===== src/rtl/scan_tap_if.sv =====
// Scan-chain pin bundle between the scanchain controller and scan_tap.
// The controller side drives tck/tms/tdi and the parallel capture data;
// the TAP side returns tdo, the return clock and the parallel update port.
interface scan_tap_if;
    logic       tck;
    logic       tms;
    logic       tdi;
    logic [7:0] dr_in;
    logic       tdo;
    logic       rtck;
    logic [7:0] dr_out;
    logic       update_stb;

    modport master (
        output tck,
        output tms,
        output tdi,
        output dr_in,
        input  tdo,
        input  rtck,
        input  dr_out,
        input  update_stb
    );

    modport slave (
        input  tck,
        input  tms,
        input  tdi,
        input  dr_in,
        output tdo,
        output rtck,
        output dr_out,
        output update_stb
    );
endinterface


===== src/rtl/scan_tap.sv =====
// IEEE 1149.1 style TAP running entirely in the clk domain.
// tck/tms/tdi are oversampled through matched synchronisers; edges of the
// synchronised tck drive the 16-state TAP FSM, a 2-bit IR and three data
// registers (8-bit DATA, 8-bit IDCODE, 1-bit BYPASS).
module scan_tap #(
    parameter logic [7:0]  IDCODE      = 8'hA5,
    parameter int unsigned SYNC_STAGES = 2
) (
    input  logic     clk,
    input  logic     reset,
    scan_tap_if.slave bus
);

    localparam logic [1:0] IrData   = 2'b00;
    localparam logic [1:0] IrIdcode = 2'b01;

    typedef enum logic [3:0] {
        StTlr,
        StRti,
        StSelDr,
        StCapDr,
        StShDr,
        StEx1Dr,
        StPaDr,
        StEx2Dr,
        StUpdDr,
        StSelIr,
        StCapIr,
        StShIr,
        StEx1Ir,
        StPaIr,
        StEx2Ir,
        StUpdIr
    } tap_state_e;

    // Synchroniser chains; bit 0 is the first stage.
    logic [SYNC_STAGES-1:0] tck_sync_q;
    logic [SYNC_STAGES-1:0] tms_sync_q;
    logic [SYNC_STAGES-1:0] tdi_sync_q;

    logic tck_s;
    logic tms_s;
    logic tdi_s;
    logic rtck_q;
    logic rise;
    logic fall;

    tap_state_e state_q;
    tap_state_e state_d;
    tap_state_e tap_next;

    logic [1:0] ir_q;
    logic [1:0] ir_d;
    logic [1:0] ir_shift_q;
    logic [1:0] ir_shift_d;
    logic [7:0] dr_shift_q;
    logic [7:0] dr_shift_d;
    logic       bypass_q;
    logic       bypass_d;
    logic [7:0] dr_out_q;
    logic [7:0] dr_out_d;
    logic       update_stb_q;
    logic       update_stb_d;
    logic       tdo_q;
    logic       tdo_d;
    logic       bypass_sel;

    // Identical chains keep tck, tms and tdi cycle-aligned at the far end.
    always_ff @(posedge clk or posedge reset) begin
        if (reset) begin
            tck_sync_q <= '0;
            tms_sync_q <= '0;
            tdi_sync_q <= '0;
            rtck_q     <= 1'b0;
        end else begin
            tck_sync_q <= {tck_sync_q[SYNC_STAGES-2:0], bus.tck};
            tms_sync_q <= {tms_sync_q[SYNC_STAGES-2:0], bus.tms};
            tdi_sync_q <= {tdi_sync_q[SYNC_STAGES-2:0], bus.tdi};
            rtck_q     <= tck_s;
        end
    end

    assign tck_s = tck_sync_q[SYNC_STAGES-1];
    assign tms_s = tms_sync_q[SYNC_STAGES-1];
    assign tdi_s = tdi_sync_q[SYNC_STAGES-1];

    // rtck is the previous synchronised tck, so comparing the two gives edges.
    assign rise = tck_s & ~rtck_q;
    assign fall = ~tck_s & rtck_q;

    // IR values other than DATA and IDCODE select the 1-bit bypass register.
    assign bypass_sel = (ir_q != IrData) && (ir_q != IrIdcode);

    // Standard TAP transition table, evaluated against the synchronised tms.
    always_comb begin
        tap_next = state_q;
        unique case (state_q)
            StTlr:   tap_next = tms_s ? StTlr   : StRti;
            StRti:   tap_next = tms_s ? StSelDr : StRti;
            StSelDr: tap_next = tms_s ? StSelIr : StCapDr;
            StCapDr: tap_next = tms_s ? StEx1Dr : StShDr;
            StShDr:  tap_next = tms_s ? StEx1Dr : StShDr;
            StEx1Dr: tap_next = tms_s ? StUpdDr : StPaDr;
            StPaDr:  tap_next = tms_s ? StEx2Dr : StPaDr;
            StEx2Dr: tap_next = tms_s ? StUpdDr : StShDr;
            StUpdDr: tap_next = tms_s ? StSelDr : StRti;
            StSelIr: tap_next = tms_s ? StTlr   : StCapIr;
            StCapIr: tap_next = tms_s ? StEx1Ir : StShIr;
            StShIr:  tap_next = tms_s ? StEx1Ir : StShIr;
            StEx1Ir: tap_next = tms_s ? StUpdIr : StPaIr;
            StPaIr:  tap_next = tms_s ? StEx2Ir : StPaIr;
            StEx2Ir: tap_next = tms_s ? StUpdIr : StShIr;
            StUpdIr: tap_next = tms_s ? StSelIr : StRti;
            default: tap_next = StTlr;
        endcase
    end

    // The FSM only moves on a rising-edge event.
    always_comb begin
        state_d = state_q;
        if (rise) begin
            state_d = tap_next;
        end
    end

    // Register actions: shifting is keyed by the current state, capture and
    // update by the state being entered on this rising edge.
    always_comb begin
        ir_d         = ir_q;
        ir_shift_d   = ir_shift_q;
        dr_shift_d   = dr_shift_q;
        bypass_d     = bypass_q;
        dr_out_d     = dr_out_q;
        update_stb_d = 1'b0;
        tdo_d        = tdo_q;

        if (state_q == StTlr) begin
            ir_d = IrIdcode;
        end

        if (rise) begin
            if (state_q == StShIr) begin
                ir_shift_d = {tdi_s, ir_shift_q[1]};
            end
            if (state_q == StShDr) begin
                if (bypass_sel) begin
                    bypass_d = tdi_s;
                end else begin
                    dr_shift_d = {tdi_s, dr_shift_q[7:1]};
                end
            end

            case (tap_next)
                StTlr: begin
                    ir_d = IrIdcode;
                end
                StCapIr: begin
                    ir_shift_d = 2'b01;
                end
                StUpdIr: begin
                    ir_d = ir_shift_q;
                end
                StCapDr: begin
                    if (ir_q == IrData) begin
                        dr_shift_d = bus.dr_in;
                    end else if (ir_q == IrIdcode) begin
                        dr_shift_d = IDCODE;
                    end else begin
                        bypass_d = 1'b0;
                    end
                end
                StUpdDr: begin
                    if (ir_q == IrData) begin
                        dr_out_d     = dr_shift_q;
                        update_stb_d = 1'b1;
                    end
                end
                default: ;
            endcase
        end

        // tdo changes only on falling edges and holds otherwise.
        if (fall) begin
            if (state_q == StShDr) begin
                tdo_d = bypass_sel ? bypass_q : dr_shift_q[0];
            end else if (state_q == StShIr) begin
                tdo_d = ir_shift_q[0];
            end else begin
                tdo_d = 1'b0;
            end
        end
    end

    // FSM and register state; reset aborts any scan in progress.
    always_ff @(posedge clk or posedge reset) begin
        if (reset) begin
            state_q      <= StTlr;
            ir_q         <= IrIdcode;
            ir_shift_q   <= '0;
            dr_shift_q   <= '0;
            bypass_q     <= 1'b0;
            dr_out_q     <= '0;
            update_stb_q <= 1'b0;
            tdo_q        <= 1'b0;
        end else begin
            state_q      <= state_d;
            ir_q         <= ir_d;
            ir_shift_q   <= ir_shift_d;
            dr_shift_q   <= dr_shift_d;
            bypass_q     <= bypass_d;
            dr_out_q     <= dr_out_d;
            update_stb_q <= update_stb_d;
            tdo_q        <= tdo_d;
        end
    end

    assign bus.tdo        = tdo_q;
    assign bus.rtck       = rtck_q;
    assign bus.dr_out     = dr_out_q;
    assign bus.update_stb = update_stb_q;

endmodule


===== src/flat_wrapper.sv =====
// flat-port wrapper written by rule: the top's interface ports become plain ports
module scan_tap_flat 
#(
    parameter logic [7:0]  IDCODE      = 8'hA5,
    parameter int unsigned SYNC_STAGES = 2
)
  (clk, reset, bus_tck, bus_tms, bus_tdi, bus_dr_in, bus_tdo, bus_rtck, bus_dr_out, bus_update_stb);
  scan_tap_if bus_i ();
  input  logic clk;
  input  logic reset;
  input wire logic [$bits(bus_i.tck)-1:0] bus_tck;
  input wire logic [$bits(bus_i.tms)-1:0] bus_tms;
  input wire logic [$bits(bus_i.tdi)-1:0] bus_tdi;
  input wire logic [$bits(bus_i.dr_in)-1:0] bus_dr_in;
  output wire logic [$bits(bus_i.tdo)-1:0] bus_tdo;
  output wire logic [$bits(bus_i.rtck)-1:0] bus_rtck;
  output wire logic [$bits(bus_i.dr_out)-1:0] bus_dr_out;
  output wire logic [$bits(bus_i.update_stb)-1:0] bus_update_stb;
  assign bus_i.tck = bus_tck;
  assign bus_i.tms = bus_tms;
  assign bus_i.tdi = bus_tdi;
  assign bus_i.dr_in = bus_dr_in;
  assign bus_tdo = bus_i.tdo;
  assign bus_rtck = bus_i.rtck;
  assign bus_dr_out = bus_i.dr_out;
  assign bus_update_stb = bus_i.update_stb;
  scan_tap #(.IDCODE(IDCODE), .SYNC_STAGES(SYNC_STAGES)) u_core (.clk(clk), .reset(reset), .bus(bus_i));
endmodule

===== config.mk =====
export PLATFORM = sky130hd
export DESIGN_NAME = scan_tap_flat
export DESIGN_NICKNAME = d
export VERILOG_FILES = /design/src/rtl/scan_tap_if.sv /design/src/rtl/scan_tap.sv /design/src/flat_wrapper.sv
export SDC_FILE = /design/constraint.sdc
export NUM_CORES = 1
export LEC_CHECK = 0
export CORE_ASPECT_RATIO = 0.7
export CORE_MARGIN = 8
export CORE_UTILIZATION = 50
export CTS_BUF_LIST = sky130_fd_sc_hd__clkbuf_2
export DETAILED_ROUTE_END_ITERATION = 10
export PLACE_DENSITY = 0.72
export SETUP_SLACK_MARGIN = 0.4
export SYNTH_ARGS = -nofsm -noshare
export SYNTH_HDL_FRONTEND = slang
export SYNTH_SLANG_ARGS = --single-unit

===== constraint.sdc =====
create_clock -name clk -period 3.4 [get_ports clk]
set_clock_uncertainty 0.1 [all_clocks]
set_input_delay 0.34 -clock clk [delete_from_list [all_inputs] [get_ports clk]]
set_output_delay 0.34 -clock clk [all_outputs]
set_load 0.02 [all_outputs]

==> results of run 1 <==
==> power by group <==
| part | internal (mW) | leakage (nW) | switching [mW] |
|---|---|---|---|
| Clock | 0.131 | 0.0432 | 0.133 |
| Combinational | 0.168 | 0.335 | 0.169 |
| Sequential | 0.478 | 0.442 | 0.141 |
==> layout make-up <==
class | instances | area (sq um) | share of cell area (%)
flip-flops and latches | 34 | 852 | 42.1
multi-input cells | 112 | 778 | 38.4
repair buffers | 25 | 245 | 12.1
well taps | 47 | 58.8 | 2.90
clock buffers | 7 | 35.0 | 1.73
clock inverters | 1 | 30.0 | 1.48
inverters | 7 | 26.3 | 1.30
==> layout by cell type (no fill, tap or decap), types with 2 or more instances in the layout <==
master           netlist  routed
nor2_1                 9       9
buf_4                  0       2
clkdlybuf4s50_1        0      23
o211ai_1               4       4
nand2b_1               4       4
nor4b_1                2       2
clkbuf_2               0       7
a22o_1                 2       2
a221o_1                2       2
nor2b_1                4       4
o21ai_0               12      12
nand3_1                3       3
inv_1                  7       7
mux2_2                 8       8
nand4_1                3       3
o21a_1                 4       4
mux2i_1                5       5
a21oi_1                6       6
dfrtp_1               33      33
nor4_1                 3       3
o221ai_1               2       2
a211oi_1               4       4
nand2_1               12      12
nand3b_1               2       2
nor3_1                 2       2
==> metal layers <==
metal / vias up / part of all wire [%] / global-route usage (%)
met4: 0 / 1.0 / 5.87
li1: 656 / - / -
met5: - / 0 / 0
met2: 34 / 44 / 19.8
met1: 672 / 50 / 20.3
met3: 5 / 5.8 / 5.28
==> kinds of logic (layout without fill, tap and decap cells) <==
kind of cell,after synthesis,after routing,synth area share [%]
AOI/OAI and AO/OA,45,45,18.1
muxes,13,13,8.16
xor gates and xnor gates,1,1,0.510
and+or+nand+nor,53,53,18.5
DFF,34,34,49.6
buffers and inverters,19,40,5.10
==> worst max-delay path by stage <==
stage / to / from / cells after the start
floorplan: u_core.dr_shift_q[5] / u_core.state_q[3] / 6
global placement: u_core.dr_shift_q[5] / u_core.state_q[3] / 4
detailed placement: u_core.dr_shift_q[5] / u_core.state_q[3] / 4
CTS: u_core.dr_shift_q[5] / u_core.state_q[3] / 4
global route: u_core.bus.dr_out[6] / u_core.tck_sync_q[1] / 5
finish: u_core.dr_shift_q[6] / u_core.state_q[0] / 4
==> state kept, by name, summed over array words and instances, names as in the netlist, 2 cells and up <==
register / flops
u_core.state_q: 4
u_core.tdi_sync_q: 2
u_core.ir_shift_q: 2
u_core.dr_shift_q: 8
u_core.bus.dr_out: 8
u_core.tms_sync_q: 2
u_core.ir_q: 2
u_core.tck_sync_q: 2
==> synthesized netlist by cell type (2+ instances only) <==
| master | number | share of area (%) |
|---|---|---|
| dfrtp_1 | 33 | 48 |
| nand2_1 | 12 | 2.6 |
| o21ai_0 | 12 | 3.5 |
| nor2_1 | 9 | 2.0 |
| clkbuf_1 | 8 | 1.7 |
| mux2_2 | 8 | 5.2 |
| inv_1 | 7 | 1.5 |
| a21oi_1 | 6 | 1.7 |
| mux2i_1 | 5 | 2.9 |
| a211oi_1 | 4 | 1.7 |
| nand2b_1 | 4 | 1.5 |
| nor2b_1 | 4 | 1.5 |
| o211ai_1 | 4 | 1.7 |
| o21a_1 | 4 | 1.7 |
| nand3_1 | 3 | 0.87 |
| nand4_1 | 3 | 1.1 |
| nor4_1 | 3 | 1.1 |
| a221o_1 | 2 | 1.2 |
| a22o_1 | 2 | 1.0 |
| buf_6 | 2 | 1.3 |
| nand3b_1 | 2 | 0.87 |
| nor3_1 | 2 | 0.58 |
| nor4b_1 | 2 | 1.0 |
| o221ai_1 | 2 | 1.0 |
==> metrics by stage <==
stage	total power, mW	area, sq um	hold WS, ps
after detailed placement	0.961	1960	235
after global routing	1.31	2030	228
after global placement	0.945	1960	233
final	1.22	2030	228
after CTS	1.22	2030	249
after floorplan	0.880	1720	231
==> critical path, delay by kind of cell, from the launching register on <==
family	cells	cell delay, ps
simple gates	2	1020
flops	1	590
compound gates	2	400
==> out/metrics.cfg, run 1 <==
[route]
avgRoutedWirePerCell_um=16.1
ant_nets=0
viasPerCell=5.87
drt-initial-drc-count=242
drcViolationCount=0
vias=1367
wl_um=3750
first_pass_iters=4

[critical_path]
reg2reg_depth=4
cp_max_fo=18
worstPathArrival_ps=2360
cp_slowest_cell=or4b_1
worstPathRequired_ps=3590
r2r_slack_ps=1230
path_cells=or4b_1 -> nor3_2 -> o21ai_1 -> a221o_1
cpPeakStageDelay_ps=670
worstReg2RegEnd=u_core.dr_shift_q[6]
path_class=flop to flop
critPathCaptureType=flop
reg2reg_from=u_core.state_q[0]
timing.critical_path.from_type=flop

[logic_synthesis]
synthFlopType=dfrtp_1
syn_inst=165
yosysSeqAreaShare_pct=49.6
postSynthAreaPerCell_sq_um=10.4
synth-edff-count=0
synthDistinctLibCells=46
syn_area_sq_mm=0.00172
ys_warn_count=0
ys_ff_latch=34
syn-num-nets=178
async_flop_share_pct=100

[place]
place_inst=225
place_congestion=0.831
pre_cts_slack_ps=1240
dpl.hpwl_um=2750
io_buffer_count=23

[clock_tree]
clk_latency_ps=380
root_buffer=clkbuf_2
cts_num_sinks=34
numCtsBuffers=5
htree_num_levels=2
postCtsSetupBuffers=0
tritoncts=yes
ctsResizeCount=0
cts.reportedPaths.clkPinSlew_ps=180
ctsLongestPathBuffers=2
hold_buffers=0

[final_layout]
stdcell_count=233
nets=198
fillers=280
final_util_pct=63.1
drive_gt1_share_pct=12.4
diodes=0
areaGrowthSynthToFinish_pct=17.9

[global_routing]
first_global_vias=1283
grt_max_degree=20
grt_antenna_before_repair=0
grt_overflow=0
grt_usage_pct=14.6
grt_pass1_wl_um=6420

[die]
initial_utilization_pct=53.5
die_w_um=86.1
ios=24
rows=17
fp.dieArea_sq_mm=0.00560
die_height_um=65.0
core_area_sq_mm=0.00321

[sta]
tns_ps=0
rsz0062_at_grt=no
post-route-period-util_pct=63.9
drv_slew=0
tightest_slew_ps=670
fmax_mhz=460
finalSetupViolCount=0
hold_violations=0
fin_ws_ps=1230
fin_crit_ps=2170
max_slew_margin_pct=55.3

[power]
p_per_area_mw_per_mm2=602
leakage_nw=0.820
ir_worst_vdd_v=0.000326

[status]
status=complete, no violations

[min_path]
hp-class=input pin to asynchronous set/reset pin

[run]
drv_cap=0

Power figures use the tool's default switching activity.
==> inputs of run 2 (changes only) <==
- clock period: 3.4 -> 2.2 ns (I/O delays scaled with it)
==> out/metrics.cfg, run 2 (same netlist as run 1, synthesis figures left out) <==
[status]
status=complete, no violations

[die]
core_area_sq_mm=0.00321
initial_utilization_pct=53.5
die_w_um=86.1
die_height_um=65.0
rows=17
fp.dieArea_sq_mm=0.00560
ios=24

[clock_tree]
clk_latency_ps=400
tritoncts=yes
root_buffer=clkbuf_2
hold_buffers=0
htree_num_levels=2
cts_num_sinks=34
cts.reportedPaths.clkPinSlew_ps=190
ctsLongestPathBuffers=2
numCtsBuffers=5

[critical_path]
cpPeakStageDelay_ps=620
timing.critical_path.from_type=flop
cp_slowest_cell=or4b_4
worstPathRequired_ps=2400
reg2reg_from=u_core.state_q[3]
reg2reg_depth=4
worstReg2RegEnd=u_core.dr_shift_q[5]
cp-startpoint=u_core.state_q[3]
cp_max_fo=7
path_class=flop to flop
r2r_slack_ps=320
critPathCaptureType=flop
crit_path_end=u_core.dr_shift_q[5]
worstPathArrival_ps=2080
path_cells=or4b_4 -> or4_4 -> a21oi_2 -> a221oi_1

[sta]
drv_slew=0
hold_violations=0
fin_crit_ps=1880
fmax_mhz=532
rsz0062_at_grt=yes
tightest_slew_ps=641
tns_ps=0
post-route-period-util_pct=85.5
max_slew_margin_pct=57.3
finalSetupViolCount=0
holdWs_ps=79.9

[power]
ir_worst_vdd_v=0.000557
leakage_nw=0.954
p_per_area_mw_per_mm2=1010

[final_layout]
layout_commonest_cell=dfrtp_1
fillers=219
drive_gt1_share_pct=26.1
nets=215
mostFrequentLayoutCells=31 x dfrtp_1, 21 x clkdlybuf4s50_1, 16 x buf_4
diodes=0
stdcell_area_sq_mm=0.00228
areaGrowthSynthToFinish_pct=32.8

[route]
avgRoutedWirePerCell_um=17.9
viasPerCell=6.02
wl_um=4470
first_pass_iters=5
drcViolationCount=0
ant_nets=0
drt-initial-drc-count=306
vias=1505

[global_routing]
grt_pass1_wl_um=7360
grt_antenna_before_repair=0
grt_max_degree=35
grt_overflow=0
first_global_vias=1485
grt_usage_pct=16.9

[run]
drv_cap=0

[place]
dpl.hpwl_um=2840
io_buffer_count=23
place_congestion=0.906
placed_cell_area_sq_mm=0.00204

[min_path]
hp-class=input pin to asynchronous set/reset pin

[run 2: cell types whose count changed in the layout (fill, tap and decap cells not counted), sizes merged]
cell           change
buf               +17
clkbuf             -2
clkdlybuf4s50      -2
dlymetal6s2s       +2
bufinv             +1
clkinv             +1
[run 2: how the worst min path moves through the flow]
stage | depth (start not counted) | to
2_1_floorplan | 0 | u_core.tck_sync_q[0]
3_3_place_gp | 0 | u_core.tdi_sync_q[1]
3_5_place_dp | 0 | u_core.tdi_sync_q[1]
4_1_cts | 3 | u_core.tdi_sync_q[0]
5_1_grt | 1 | u_core.tdi_sync_q[0]
6_report | 3 | u_core.dr_shift_q[3]
[run 2: cell type report]
cell class                 instances  area, sq um  share of cell area (%)
sequential                        34          855                    37.4
tap                               47         58.8                    2.58
multi-input combinational        112          851                    37.3
inverter                           7         26.3                    1.15
clock inverter                     3         68.8                    3.02
timing repair buffer              42          398                    17.4
clock buffer                       5         25.0                    1.10
[run 2: per-layer routing]
metal	GRT usage, %	up-vias	part of all wire (%)
met5	0	-	0
met4	7.61	0	1.3
met3	6.04	8	8.9
met2	23.8	91	43
met1	22.4	723	47
li1	-	683	-
[run 2: power breakdown]
part	internal [mW]	switching, mW	total [mW]
clock network	0.308	0.229	0.537
registers	0.742	0.126	0.868
logic	0.426	0.465	0.891
total	1.48	0.820	2.30
[run 2: through the flow]
step	utilization, %	cells	setup slack [ps]	power, mW
floorplan	-	165	251	1.37
global placement	63.4	232	268	1.52
detailed placement	63.4	232	216	1.54
CTS	70.1	249	325	2.23
global route	71.1	250	266	2.41
finish	71.1	250	320	2.30
[run 2: worst max-delay path, delay by kind of cell, from the launching register on]
kind,cells,cell delay (ps)
flip-flops,1,440
AND/OR/NAND/NOR,2,1060
AO/OA/AOI/OAI,2,190
[run 2: repair_timing]
action / 4_1_cts / 5_1_grt
buffers inserted: 9 / 1
gates resized for setup: 10 / 10
setup endpoints to repair: 17 / 20
pin swaps: 4 / 6
==> inputs of run 3 (changes only) <==
- CTS_BUF_LIST: sky130_fd_sc_hd__clkbuf_2 -> default
- CTS_CLUSTER_SIZE: default -> 30
==> out/metrics.cfg, run 3 (same netlist as run 1, synthesis figures left out) <==
[status]
status=complete, no violations

[place]
place_congestion=0.906
pre_cts_slack_ps=216
placed_cell_area_sq_mm=0.00204
dpl.hpwl_um=2840
io_buffer_count=23
place_inst=232

[power]
p_per_area_mw_per_mm2=1050
ir_worst_vdd_v=0.000768
pwr-share-comb_pct=34.9
power_frac_seq_pct=36.2
leakage_nw=0.937
p_sw_share_pct=33.9
power.internal_mw=1.59
switching_power_mw=0.816
clockPowerShare_pct=28.9
p_total_mw=2.41

[final_layout]
fillers=222
stdcell_count=248
ff_latch_area_sq_um=855
multi_input_comb_area_sq_um=838
nets=213
drive_gt1_share_pct=24.4
layout_commonest_cell=dfrtp_1
final_util_pct=71.3
diodes=0
areaGrowthSynthToFinish_pct=33.3
mostFrequentLayoutCells=31 x dfrtp_1, 23 x clkdlybuf4s50_1, 15 x buf_4
stdcell_area_sq_mm=0.00229

[route]
vias=1505
viasPerCell=6.07
wl_um=4460
first_pass_iters=4
drt-initial-drc-count=267
drcViolationCount=0
avgRoutedWirePerCell_um=18.0
ant_nets=0

[critical_path]
crit_cells=4
crit_path_end=u_core.dr_shift_q[5]
path_buf_inv=0
reg2reg_from=u_core.state_q[3]
cp-startpoint=u_core.state_q[3]
crit_family=simple AND/OR/NAND/NOR gates
reg2reg_depth=4
r2r_slack_ps=330
path_cells=or4b_4 -> or4_4 -> a21oi_2 -> a221oi_1
cpPeakStageDelay_ps=610
worstReg2RegEnd=u_core.dr_shift_q[5]
cp_max_fo=8
worstPathRequired_ps=2260
path_class=flop to flop
worstPathArrival_ps=1930
critPathCaptureType=flop
timing.critical_path.from_type=flop
cp_slowest_cell=or4b_4

[die]
die_w_um=86.1
ios=24
core_area_sq_mm=0.00321
initial_utilization_pct=53.5
fp.dieArea_sq_mm=0.00560
die_height_um=65.0
rows=17

[sta]
fmax_mhz=536
rsz0062_at_grt=yes
finalSetupViolCount=0
tightest_slew_ps=621
fin_crit_ps=1870
holdWs_ps=213
fin_ws_ps=334
tns_ps=0
drv_slew=0
post-route-period-util_pct=84.8
hold_violations=0
max_slew_margin_pct=58.6

[clock_tree]
ctsLongestPathBuffers=2
cts_num_sinks=34
hold_buffers=0
htree_num_levels=2
clk_latency_ps=290
cts.reportedPaths.clkPinSlew_ps=70
tritoncts=yes
numCtsBuffers=5
root_buffer=clkbuf_8

[global_routing]
grt_max_degree=35
grt_pass1_wl_um=7270
grt_usage_pct=16.5
grt_antenna_before_repair=0
grt_overflow=0
first_global_vias=1492

[min_path]
hp-class=input pin to asynchronous set/reset pin

[run]
drv_cap=0

run 3: final cells by class:
class | count | share of cell area (%)
repair buffers | 40 | 16.3
clock buffers | 5 | 3.01
clock inverters | 3 | 3.01
well taps | 47 | 2.57
multi-input cells | 112 | 36.6
flip-flops and latches | 34 | 37.3
inverters | 7 | 1.15
run 3: what timing repair did:
item	in CTS	in global routing
setup endpoints to repair	17	18
resized for setup	8	4
endpoints found under the hold margin	0	0
setup buffers	8	0
pin swaps	4	3
run 3: worst min path at each step:
stage,endpoint,depth (start not counted),startpoint
after floorplan,u_core.tck_sync_q[0],0,bus_tck
after global placement,u_core.tdi_sync_q[1],0,u_core.tdi_sync_q[0]
after detailed placement,u_core.tdi_sync_q[1],0,u_core.tdi_sync_q[0]
after CTS,u_core.tdi_sync_q[0],3,reset
after global routing,u_core.tdi_sync_q[0],1,bus_tdi
final,u_core.dr_shift_q[3],3,reset
run 3: power by group through the flow:
| stage | clock network (mW) | logic [mW] | registers, mW |
|---|---|---|---|
| finish | 0.695 | 0.841 | 0.872 |
| global route | 0.725 | 0.922 | 0.884 |
| CTS | 0.701 | 0.806 | 0.863 |
| detailed placement | 0 | 0.654 | 0.885 |
| global placement | 0 | 0.641 | 0.878 |
| floorplan | 0 | 0.533 | 0.833 |
run 3: tightest hold or removal path, stage by stage:
cell and delay [ps]:
clkdlybuf4s50_1 390, inv_1 50, buf_4 370
run 3: layer usage:
| layer | up-vias | global-route usage [%] | wire, um |
|---|---|---|---|
| li1 | 683 | - | - |
| met1 | 708 | 22.6 | 1980 |
| met2 | 101 | 22.3 | 1910 |
| met3 | 13 | 6.16 | 482 |
| met4 | 0 | 7.83 | 81 |
| met5 | - | 0 | 0 |
